--- config.mk ---
export PLATFORM = sky130hd
export DESIGN_NAME = alu_cmd_sequencer
export DESIGN_NICKNAME = d
export VERILOG_FILES = /design/src/rtl/alu_cmd_sequencer.sv
export SDC_FILE = /design/constraint.sdc
export NUM_CORES = 1
export LEC_CHECK = 0
export CORE_MARGIN = 5
export CORE_UTILIZATION = 47
export CTS_CLUSTER_SIZE = 10
export DETAILED_ROUTE_END_ITERATION = 7
export PLACE_DENSITY = 0.86
export SETUP_SLACK_MARGIN = 0.3
export SLEW_MARGIN = 30
export SYNTH_ARGS = -nofsm -noshare
export SYNTH_HDL_FRONTEND = slang
export SYNTH_SLANG_ARGS = --single-unit
export TNS_END_PERCENT = 50
--- constraint.sdc ---
create_clock -name clk -period 2.66 [get_ports clk]
set_input_delay 0.399 -clock clk [delete_from_list [all_inputs] [get_ports clk]]
set_output_delay 0.399 -clock clk [all_outputs]
set_load 0.1 [all_outputs]
--- src/rtl/alu_cmd_sequencer.sv ---
// alu_cmd_sequencer: round-robin arbiter for two command ports.
// It loads the granted command into the ALU with three writes (op, A, B),
// waits for the ALU result, and returns it tagged with the requester id.
//
// state   | meaning
// --------+------------------------------------------------
// IDLE    | arbitrate, accept one command
// WR_OP   | write opcode to ALU address 0
// WR_A    | write operand A to ALU address 1
// WR_B    | write operand B to ALU address 2
// WAIT    | count down the ALU result latency, then capture
// RESP    | hold response until consumer takes it
module alu_cmd_sequencer #(
  parameter int OPERAND_WIDTH    = 8,
  parameter int INST_ADDR_LENGTH = 2,
  parameter int RESULT_LATENCY   = 1
) (
  input  logic                        clk,
  input  logic                        rstN,
  input  logic                        req0Valid,
  output logic                        req0Ready,
  input  logic [OPERAND_WIDTH-1:0]    req0Op,
  input  logic [OPERAND_WIDTH-1:0]    req0A,
  input  logic [OPERAND_WIDTH-1:0]    req0B,
  input  logic                        req1Valid,
  output logic                        req1Ready,
  input  logic [OPERAND_WIDTH-1:0]    req1Op,
  input  logic [OPERAND_WIDTH-1:0]    req1A,
  input  logic [OPERAND_WIDTH-1:0]    req1B,
  output logic                        rspValid,
  input  logic                        rspReady,
  output logic                        rspId,
  output logic [OPERAND_WIDTH-1:0]    rspData,
  output logic [3:0]                  rspFlags,
  output logic                        aluWriteEn,
  output logic [INST_ADDR_LENGTH-1:0] aluWriteAddress,
  output logic [OPERAND_WIDTH-1:0]    aluInst,
  input  logic [OPERAND_WIDTH-1:0]    aluResult,
  input  logic                        aluError,
  input  logic                        aluOverflow,
  input  logic                        aluCarry,
  input  logic                        aluZero,
  output logic [7:0]                  errCount,
  output logic                        busy
);

  localparam int CNT_W = $clog2(RESULT_LATENCY + 1);

  typedef enum logic [2:0] {
    S_IDLE, S_WR_OP, S_WR_A, S_WR_B, S_WAIT, S_RESP
  } state_t;

  state_t                     state, state_next;
  logic                       rr_ptr;
  logic                       grant;
  logic                       accept;
  logic [CNT_W-1:0]           lat_cnt;
  logic [OPERAND_WIDTH-1:0]   hold_op, hold_a, hold_b;
  logic                       cnt_done;

  assign cnt_done = (lat_cnt == CNT_W'(1));

  // Grant: a lone requester wins outright, a tie goes to rr_ptr.
  always_comb begin
    grant = rr_ptr;
    if (req0Valid && !req1Valid)      grant = 1'b0;
    else if (req1Valid && !req0Valid) grant = 1'b1;
  end

  assign accept = (req0Valid && req0Ready) || (req1Valid && req1Ready);

  // State register.
  always_ff @(posedge clk or negedge rstN) begin
    if (!rstN) state <= S_IDLE;
    else       state <= state_next;
  end

  // Next-state logic.
  always_comb begin
    state_next = state;
    case (state)
      S_IDLE:  if (accept) state_next = S_WR_OP;
      S_WR_OP: state_next = S_WR_A;
      S_WR_A:  state_next = S_WR_B;
      S_WR_B:  state_next = S_WAIT;
      S_WAIT:  if (cnt_done) state_next = S_RESP;
      S_RESP:  if (rspReady) state_next = S_IDLE;
      default: state_next = S_IDLE;
    endcase
  end

  // Outputs decoded from state; ALU write port is idle-zero outside WR_*.
  always_comb begin
    req0Ready       = (state == S_IDLE) && (grant == 1'b0);
    req1Ready       = (state == S_IDLE) && (grant == 1'b1);
    rspValid        = (state == S_RESP);
    busy            = (state != S_IDLE);
    aluWriteEn      = 1'b0;
    aluWriteAddress = '0;
    aluInst         = '0;
    case (state)
      S_WR_OP: begin
        aluWriteEn      = 1'b1;
        aluWriteAddress = INST_ADDR_LENGTH'(0);
        aluInst         = hold_op;
      end
      S_WR_A: begin
        aluWriteEn      = 1'b1;
        aluWriteAddress = INST_ADDR_LENGTH'(1);
        aluInst         = hold_a;
      end
      S_WR_B: begin
        aluWriteEn      = 1'b1;
        aluWriteAddress = INST_ADDR_LENGTH'(2);
        aluInst         = hold_b;
      end
      default: ;
    endcase
  end

  // Command holding, round-robin pointer, latency counter, response capture.
  always_ff @(posedge clk or negedge rstN) begin
    if (!rstN) begin
      rr_ptr   <= 1'b0;
      hold_op  <= '0;
      hold_a   <= '0;
      hold_b   <= '0;
      rspId    <= 1'b0;
      lat_cnt  <= '0;
      rspData  <= '0;
      rspFlags <= '0;
      errCount <= '0;
    end else begin
      if (state == S_IDLE && accept) begin
        hold_op <= grant ? req1Op : req0Op;
        hold_a  <= grant ? req1A  : req0A;
        hold_b  <= grant ? req1B  : req0B;
        rspId   <= grant;
        rr_ptr  <= ~grant;
      end
      if (state == S_WR_B)
        lat_cnt <= CNT_W'(RESULT_LATENCY);
      else if (state == S_WAIT)
        lat_cnt <= lat_cnt - CNT_W'(1);
      if (state == S_WAIT && cnt_done) begin
        rspData  <= aluResult;
        rspFlags <= {aluError, aluOverflow, aluCarry, aluZero};
      end
      if (rspValid && rspReady && rspFlags[3] && errCount != 8'hFF)
        errCount <= errCount + 8'd1;
    end
  end

endmodule

# == Word-level counts from Yosys, hierarchy flattened ==
# Index checks and enable logic that the tools add are counted.
# word_totals
input_bits,65
register_bits,50
# classes
reduce_logical,19
muxes,14
add_sub_neg,2
n_eq_ne,9
bitwise,1
# ops
operator,count
two-way mux 8 bit,3
case mux 8 bit (3 select lines),1
case mux 3 bit (6 select lines),1
logical AND 1 bit,11
two-way mux 3 bit,3
adder 8 x 1 -> 8 bit (second input constant),1
!= test 8 bit (second input constant),1
equality test 3 x 2 -> 1 bit (second input constant),2
equality test 3 bit (second input constant),2
two-way mux 1 bit,5
!= test 2 bit (second input constant),2
case mux 2 bit (2 select lines),1
equality test 3 x 1 -> 1 bit (second input constant),1
zero test 3 bit,1
AND reduction 3 bit,1
nonzero test 3 bit,1
OR reduction 3 bit,1
zero test 1 bit,2
!= test 2 x 1 -> 1 bit (second input constant),1
nonzero test 2 bit,1
logical OR 1 bit,1
inverter 1 bit,1
subtractor 1 bit (second input constant),1

# == Depth between registers and ports, before layout ==
# Gate-level depths: netlist of the first run.
# logic_depth
word_depth,10
depth_mapped,6

# == Worst setup path after synthesis of the first run ==
# Ideal clock, no wire load.
# synth_timing
path_kind,reg2out
from,reg state[0]
to,out aluWriteAddress[0]
stages_incl_launch_ff,4
setup_slack_ns,-0.703
arrival_ns,2.964
path_buffers,2
path_cell_list,dfrtp_1 buf_2 buf_2 nor3b_1
# synth_between
elab_chain_len,2
elab_cells_between_ends,3
classes_between,eq/ne: 2; mux: 1
# synth_lines
item,line,source
start: declaration,53,"state_t state, state_next;"
start signal: assignment,75,else state <= state_next;
equality test 3 x 2 -> 1 bit,101,case (state)
case mux 2 bit (2 select lines) *,101,
end: declaration,36,"output logic [INST_ADDR_LENGTH-1:0] aluWriteAddress,"
# Mark *: on every way between the ends. The rest lies on a longest branch, timed or not.

# == Worst setup path in the final report of the first run ==
# layout_timing
from,reg state[0]
to,out aluInst[7]
# layout_between
elab_chain_len,2
elab_cells_between_ends,4
classes_between,eq/ne: 3; mux: 1
# layout_lines
item,line,source
equality test 3 x 2 -> 1 bit or equality test 3 x 1 -> 1 bit (tied branches),101,
case mux 8 bit (3 select lines) *,101,
end: declaration,37,"output logic [OPERAND_WIDTH-1:0] aluInst,"
# Marks and branches as above.

==> key figures, run 1 <==
Status
  • Status: complete, no violations

Clock tree
  • Num CTS Buffers: 5
  • CTS tree: built
  • Sink Count: 50
  • Resize count post-CTS: 2
  • Clock Tree Buf Depth: 2
  • Worst skew pair latency: 0.30 ns
  • Root buf cell: clkbuf_8
  • H-tree depth: 2
  • # hold bufs at CTS: 0
  • CTS clk-pin slew, worst paths: 0.09 ns
  • Setup Buffers After CTS: 0

Synthesis
  • Post-Synthesis Cells: 214
  • Fraction of the mapped netlist area in simple logic gates: 0.102
  • Main synth FF type: dfrtp_1
  • Seq/Total Area, Yosys: 0.495
  • Asr flop ratio synth: 1.00
  • Post-Synthesis Net Count: 280
  • Top-area cell type share of the netlist area: 0.495
  • Largest area contributor in the netlist: dfrtp_1
  • Post-Synthesis Cell Area: 2530 um2
  • Largest family of logic cells by synthesized area: compound AO/OA/AOI/OAI gates
  • Syn avg cell area: 11.8 um2
  • Ys Warns: 0
  • Mux share of post-synthesis cell area: 0.116
  • Synthesized flop and latch total: 50
  • Number of flops mapped to enable cells by yosys: 0
  • Area contributors post-synth: dfrtp_1 (49%), mux2_2 (12%), a221o_1 (9.1%)
  • Synth Area in Compound Gates: 0.229
  • Post-synthesis adder-cell area fraction: 0.00891
  • Synth cell types: 37
  • Synth Area in XOR/XNOR: 0.00693

Cells and area
  • Final Net Count: 377
  • Area Overhead vs Synth: 48.8%
  • Layout Cells excl Fill: 381
  • N_diodes: 0
  • Most frequent cells in the layout: clkdlybuf4s50_1 (63), dfrtp_1 (49), buf_4 (32)
  • Fillcell total: 368
  • Most common library cell in the layout ignoring fill and taps: clkdlybuf4s50_1
  • Seq. cell area: 1250 um2
  • Layout cells sized above 1: 0.289
  • Multi-input combinational cell area: 1190 um2

Detailed routing
  • Drt first-iter violations: 103
  • Routed wire per std cell: 17.6 um
  • Vias per cell: 5.70
  • First-pass DRT Iterations: 4
  • Post-Route WL: 6700 um
  • Total number of vias: 2170
  • DRC: 0
  • ANT nets after route: 0

Setup path
  • Worst Setup End Kind: output pin
  • CP Max Fanout: 11
  • Data arrival, critical path: 1.80 ns
  • Setup Crit Path Kind: reg2out
  • Type of origin of the critical path: flop
  • WP data required: 2.26 ns
  • R2r setup slk: 0.67 ns

Place
  • GP Congestion: 0.752
  • Placed Instances: 374
  • Buffers on Ports: 100
  • Post-DP HPWL: 5070 um

Floorplan
  • Chip width: 83.4 um
  • Cell Rows: 26
  • Io pins: 101
  • Core ar.: 5170 um2
  • DIE AREA: 6950 um2
  • Initial Utilization: 0.489
  • Height of the die: 83.4 um

Timing
  • Worst slew pin tran: 0.812 ns
  • Slew Viols, Final: 0
  • Max_slew headroom: 0.458
  • Setup Skew: 0.00542 ns
  • Unrepaired setup endpoints after global routing: no
  • Tmin final: 2.20 ns
  • Final Hold Viols: 0
  • F_max: 0.454 GHz
  • Final Cycle Share: 0.828
  • Setup Viol. Count Final: 0

Global route
  • Number of global-route vias before repair: 2269
  • Global route total overflow: 0
  • Initial antenna violation count: 0
  • First-pass GRT wire length: 11300 um
  • Gr usage total: 0.198
  • Largest net degree at the start of global routing: 27

Flow run
  • Max Cap Viol: 0

Worst hold path
  • HP Class: in2async
state kept, by name (all words and copies together) (netlist names):
| register | flops |
|---|---|
| errCount | 8 |
| hold_a | 8 |
| hold_b | 8 |
| hold_op | 8 |
| rspData | 8 |
| rspFlags | 4 |
| state | 3 |
| cnt_done | 1 |
| rr_ptr | 1 |
| rspId | 1 |
cell type report:
| type | instances | area share |
|---|---|---|
| Clock buffer | 6 | 0.0219 |
| Clock inverter | 1 | 0.00798 |
| Inverter | 2 | 0.00199 |
| Multi-Input combinational cell | 144 | 0.315 |
| Sequential cell | 50 | 0.333 |
| Tap cell | 70 | 0.0233 |
| Timing Repair Buffer | 108 | 0.297 |
layer usage:
metal,share of wire,routed length [um],global-route usage,vias to the layer above
met1,0.42,2800,0.244,1049
met4,0.017,116,0.0535,0
li1,-,-,-,1009
met2,0.46,3090,0.325,102
met3,0.10,688,0.0743,10
met5,0,0,0,-
metrics by stage:
stage                     setup TNS (ns)  worst slack (ns)  utilization  instance area (um2)  hold WS, ns
after floorplan                   -0.219           -0.0488            -                 2540        0.103
after global placement                 0             0.526        0.705                 3650        0.358
after detailed placement               0             0.505        0.705                 3650        0.352
after CTS                              0             0.441        0.728                 3760       0.0236
after global routing                   0             0.332        0.728                 3760       0.0391
final                                  0             0.457        0.728                 3760       0.0175
final timing paths:
kind	start	end	cells after the start
max	state[0]	aluInst[7]	5
min	rstN	errCount[2]	1
max reg2reg	state[0]	hold_a[5]	3
min reg2reg	rspId	rspId	1
max in group asynchronous	rstN	state[0]	2
min in group clk	rspId	rspId	1
critical path: stages (launching register included):
cell	delay, ns
dfrtp_2	0.53
buf_4	0.22
mux2_2	0.33
a22oi_1	0.14
nor2_1	0.10
buf_12	0.18
cell usage after synthesis (2+ instances only):
| cell type | instances |
|---|---|
| a21boi_0 | 24 |
| a21o_1 | 2 |
| a21oi_1 | 2 |
| a221o_1 | 23 |
| a22oi_1 | 8 |
| and2_1 | 3 |
| and3_1 | 2 |
| and3b_1 | 2 |
| buf_2 | 8 |
| buf_6 | 3 |
| clkbuf_1 | 7 |
| dfrtp_1 | 50 |
| mux2_2 | 26 |
| nand2_1 | 5 |
| nand2b_1 | 3 |
| nand3_1 | 3 |
| nand4_1 | 5 |
| nor2_1 | 15 |
| nor2b_1 | 2 |
| o21ai_0 | 3 |
| xnor2_1 | 2 |
cell families (layout without fill, tap and decap cells):
logic type | count (synthesis) | after routing
buffers and inverters | 20 | 117
muxes | 26 | 26
AOI/OAI and AO/OA | 68 | 68
DFF | 50 | 50
xor gates and xnor gates | 2 | 2
adders and majority gates | 2 | 2
and+or+nand+nor | 46 | 46
Power of run 1 is not shown: default switching activity piles up to over one toggle a cycle in this logic, so the estimate is an artifact.
==> run 2, diff against run 1 <==
- CORE_UTILIZATION: 47 -> 43
- PLACE_DENSITY: 0.86 -> 0.8
- clock period: 2.66 -> 2.05 ns (I/O delays scaled with it)
==> run 2 against run 1 <==
Compared with the run above: cell count is 8.7% higher; register-to-register slack worse by 0.54 ns; wire length is 13% higher; sequential cell count stayed put; via count is 7.1% higher; critical path depth stayed put; non-clock buffer count is 27 higher; critical endpoint unchanged.
==> key figures, run 2 (synthesized netlist as in run 1, its figures left out) <==
Status
  • Status: complete, no violations (unchanged)

Floorplan
  • DIE AREA: 7510 um2 (was 6950 um2)
  • Height of the die: 86.7 um (was 83.4 um)
  • Core ar.: 5820 um2 (was 5170 um2)
  • Io pins: 101 (unchanged)
  • Chip width: 86.7 um (was 83.4 um)
  • Initial Utilization: 0.435 (was 0.489)
  • Cell Rows: 28 (was 26)

Setup path
  • Type of origin of the critical path: flop (unchanged)
  • CP Max Fanout: 6 (was 11)
  • Data arrival, critical path: 1.66 ns (was 1.80 ns)
  • Setup crit end: aluInst[7] (unchanged)
  • Worst Setup End Kind: output pin (unchanged)
  • R2r setup slk: 0.13 ns (was 0.67 ns)
  • WP data required: 1.74 ns (was 2.26 ns)
  • Worst r2r src: state[0] (unchanged)
  • CP startpoint: state[0] (unchanged)
  • R2R cell count: 10 (was 3)
  • Reg2Reg Capture Point: hold_b[2] (was hold_a[5])
  • Setup Crit Path Kind: reg2out (unchanged)

Detailed routing
  • Post-Route WL: 7590 um (was 6700 um)
  • ANT nets after route: 0 (unchanged)
  • First-pass DRT Iterations: 4 (unchanged)
  • Total number of vias: 2325 (was 2170)
  • Routed wire per std cell: 18.3 um (was 17.6 um)
  • Highest routed layer: met4 (unchanged)
  • Metal2 WL: 3840 um (was 3090 um)
  • Metal3 WL: 725 um (was 688 um)
  • Drt first-iter violations: 77 (was 103)
  • Vias per cell: 5.62 (was 5.70)
  • Met1 WL: 2900 um (was 2800 um)
  • DRC: 0 (unchanged)

Cells and area
  • Most common library cell in the layout ignoring fill and taps: clkdlybuf4s50_1 (unchanged)
  • N_diodes: 0 (unchanged)
  • Final Net Count: 404 (was 377)
  • Area Overhead vs Synth: 71.7% (was 48.8%)
  • Layout cells sized above 1: 0.428 (was 0.289)
  • Layout Cells excl Fill: 414 (was 381)
  • Fillcell total: 385 (was 368)
  • Most frequent cells in the layout: clkdlybuf4s50_1 (63), dfrtp_1 (40), buf_4 (36) (was clkdlybuf4s50_1 (63), dfrtp_1 (49), buf_4 (32))
  • Fin util: 0.747 (was 0.728)

Timing
  • Tmin final: 1.97 ns
  • Max_slew headroom: 0.710 (was 0.458)
  • Final Hold Viols: 0 (unchanged)
  • Final Cycle Share: 0.961
  • Setup Viol. Count Final: 0 (unchanged)
  • Post-route setup slack: 0.0807 ns (was 0.457 ns)
  • Worst slew pin tran: 0.435 ns (was 0.812 ns)
  • Unrepaired setup endpoints after global routing: yes (was no)
  • F_max: 0.508 GHz
  • Setup Skew: 0.00377 ns (was 0.00542 ns)
  • Slew Viols, Final: 0 (unchanged)
  • Setup TNS: 0 ns (unchanged)

Clock tree
  • CTS tree: built (unchanged)
  • CTS clk-pin slew, worst paths: 0.09 ns (about the same)
  • Worst skew pair latency: 0.30 ns (about the same)
  • H-tree depth: 2 (unchanged)
  • Clock Tree Buf Depth: 2 (unchanged)
  • Sink Count: 50 (unchanged)
  • Root buf cell: clkbuf_8 (unchanged)
  • Num CTS Buffers: 5 (unchanged)

Power
  • P per Cell Area: 1920 nW/um2
  • Pleak: 1.85 nW
  • Maximum VDD drop: 0.00157 V

Place
  • GP Congestion: 0.723 (was 0.752)
  • Placed Instances: 385 (was 374)
  • Post-DP HPWL: 5190 um (was 5070 um)
  • Post-place setup slack: 0.127 ns (was 0.505 ns)
  • Buffers on Ports: 100 (unchanged)

Worst hold path
  • Min-delay src: rspId
  • Hold depth: 1
  • HP Class: reg2reg (was in2async)

Global route
  • Global route total overflow: 0 (unchanged)
  • Number of global-route vias before repair: 2425 (was 2269)
  • First-pass GRT wire length: 11900 um (was 11300 um)
  • Initial antenna violation count: 0 (unchanged)
  • Largest net degree at the start of global routing: 51 (was 27)
  • Gr usage total: 0.203 (was 0.198)

Flow run
  • Max Cap Viol: 0 (unchanged)
run 2: cell type report:
| cell class | instances | area (um2) | share of cell area |
|---|---|---|---|
| clock inverters | 3 | 40.0 | 0.00922 |
| multi-input cells | 144 | 1330 | 0.306 |
| inverters | 2 | 15.0 | 0.00346 |
| repair buffers | 135 | 1530 | 0.352 |
| well taps | 75 | 93.8 | 0.0216 |
| flip-flops and latches | 50 | 1270 | 0.292 |
| clock buffers | 5 | 68.8 | 0.0159 |
run 2: worst min path at each step:
stage / to / slack [ns]
after floorplan: cnt_done / 0.01
after global placement: errCount[6] / 0.31
after detailed placement: rspData[2] / 0.32
after CTS: rspId / 0.50
after global routing: rspId / 0.50
final: rspId / 0.49
run 2: power breakdown:
| part | leakage (nW) | switching, W | internal [W] |
|---|---|---|---|
| combinational | 1.19 | 0.00356 | 0.00236 |
| clock | 0.0579 | 0.000324 | 0.000359 |
| sequential | 0.609 | 0.000325 | 0.00142 |
run 2: metrics by stage:
stage	area (um2)	hold slack, ns	total power (W)
global placement	3860	0.314	0.00688
global route	4340	0.502	0.00870
detailed placement	3860	0.321	0.00696
finish	4340	0.486	0.00835
floorplan	2660	0.0119	0.00542
CTS	4270	0.501	0.00822
run 2: per-layer routing:
layer,vias to the layer above,global-route usage
li1,1066,-
met1,1135,0.236
met2,110,0.350
met3,14,0.0703
met4,0,0.0666
met5,-,0
run 2: critical path: stages (launching register included):
cell	delay, ns
dfrtp_2	0.46
buf_6	0.15
mux2_4	0.29
a22oi_2	0.21
nor2_4	0.06
buf_12	0.17
run 2: repair_timing:
item / 4_1_cts / 5_1_grt
setup buffers: 11 / 6
pin swaps: 11 / 19
endpoints found under the setup margin: 37 / 41
hold buffers: 1 / 0
gates cloned: 3 / 0
endpoints found under the hold margin: 14 / 0
gates resized for setup: 24 / 12
(Power assumes the default switching activity.)
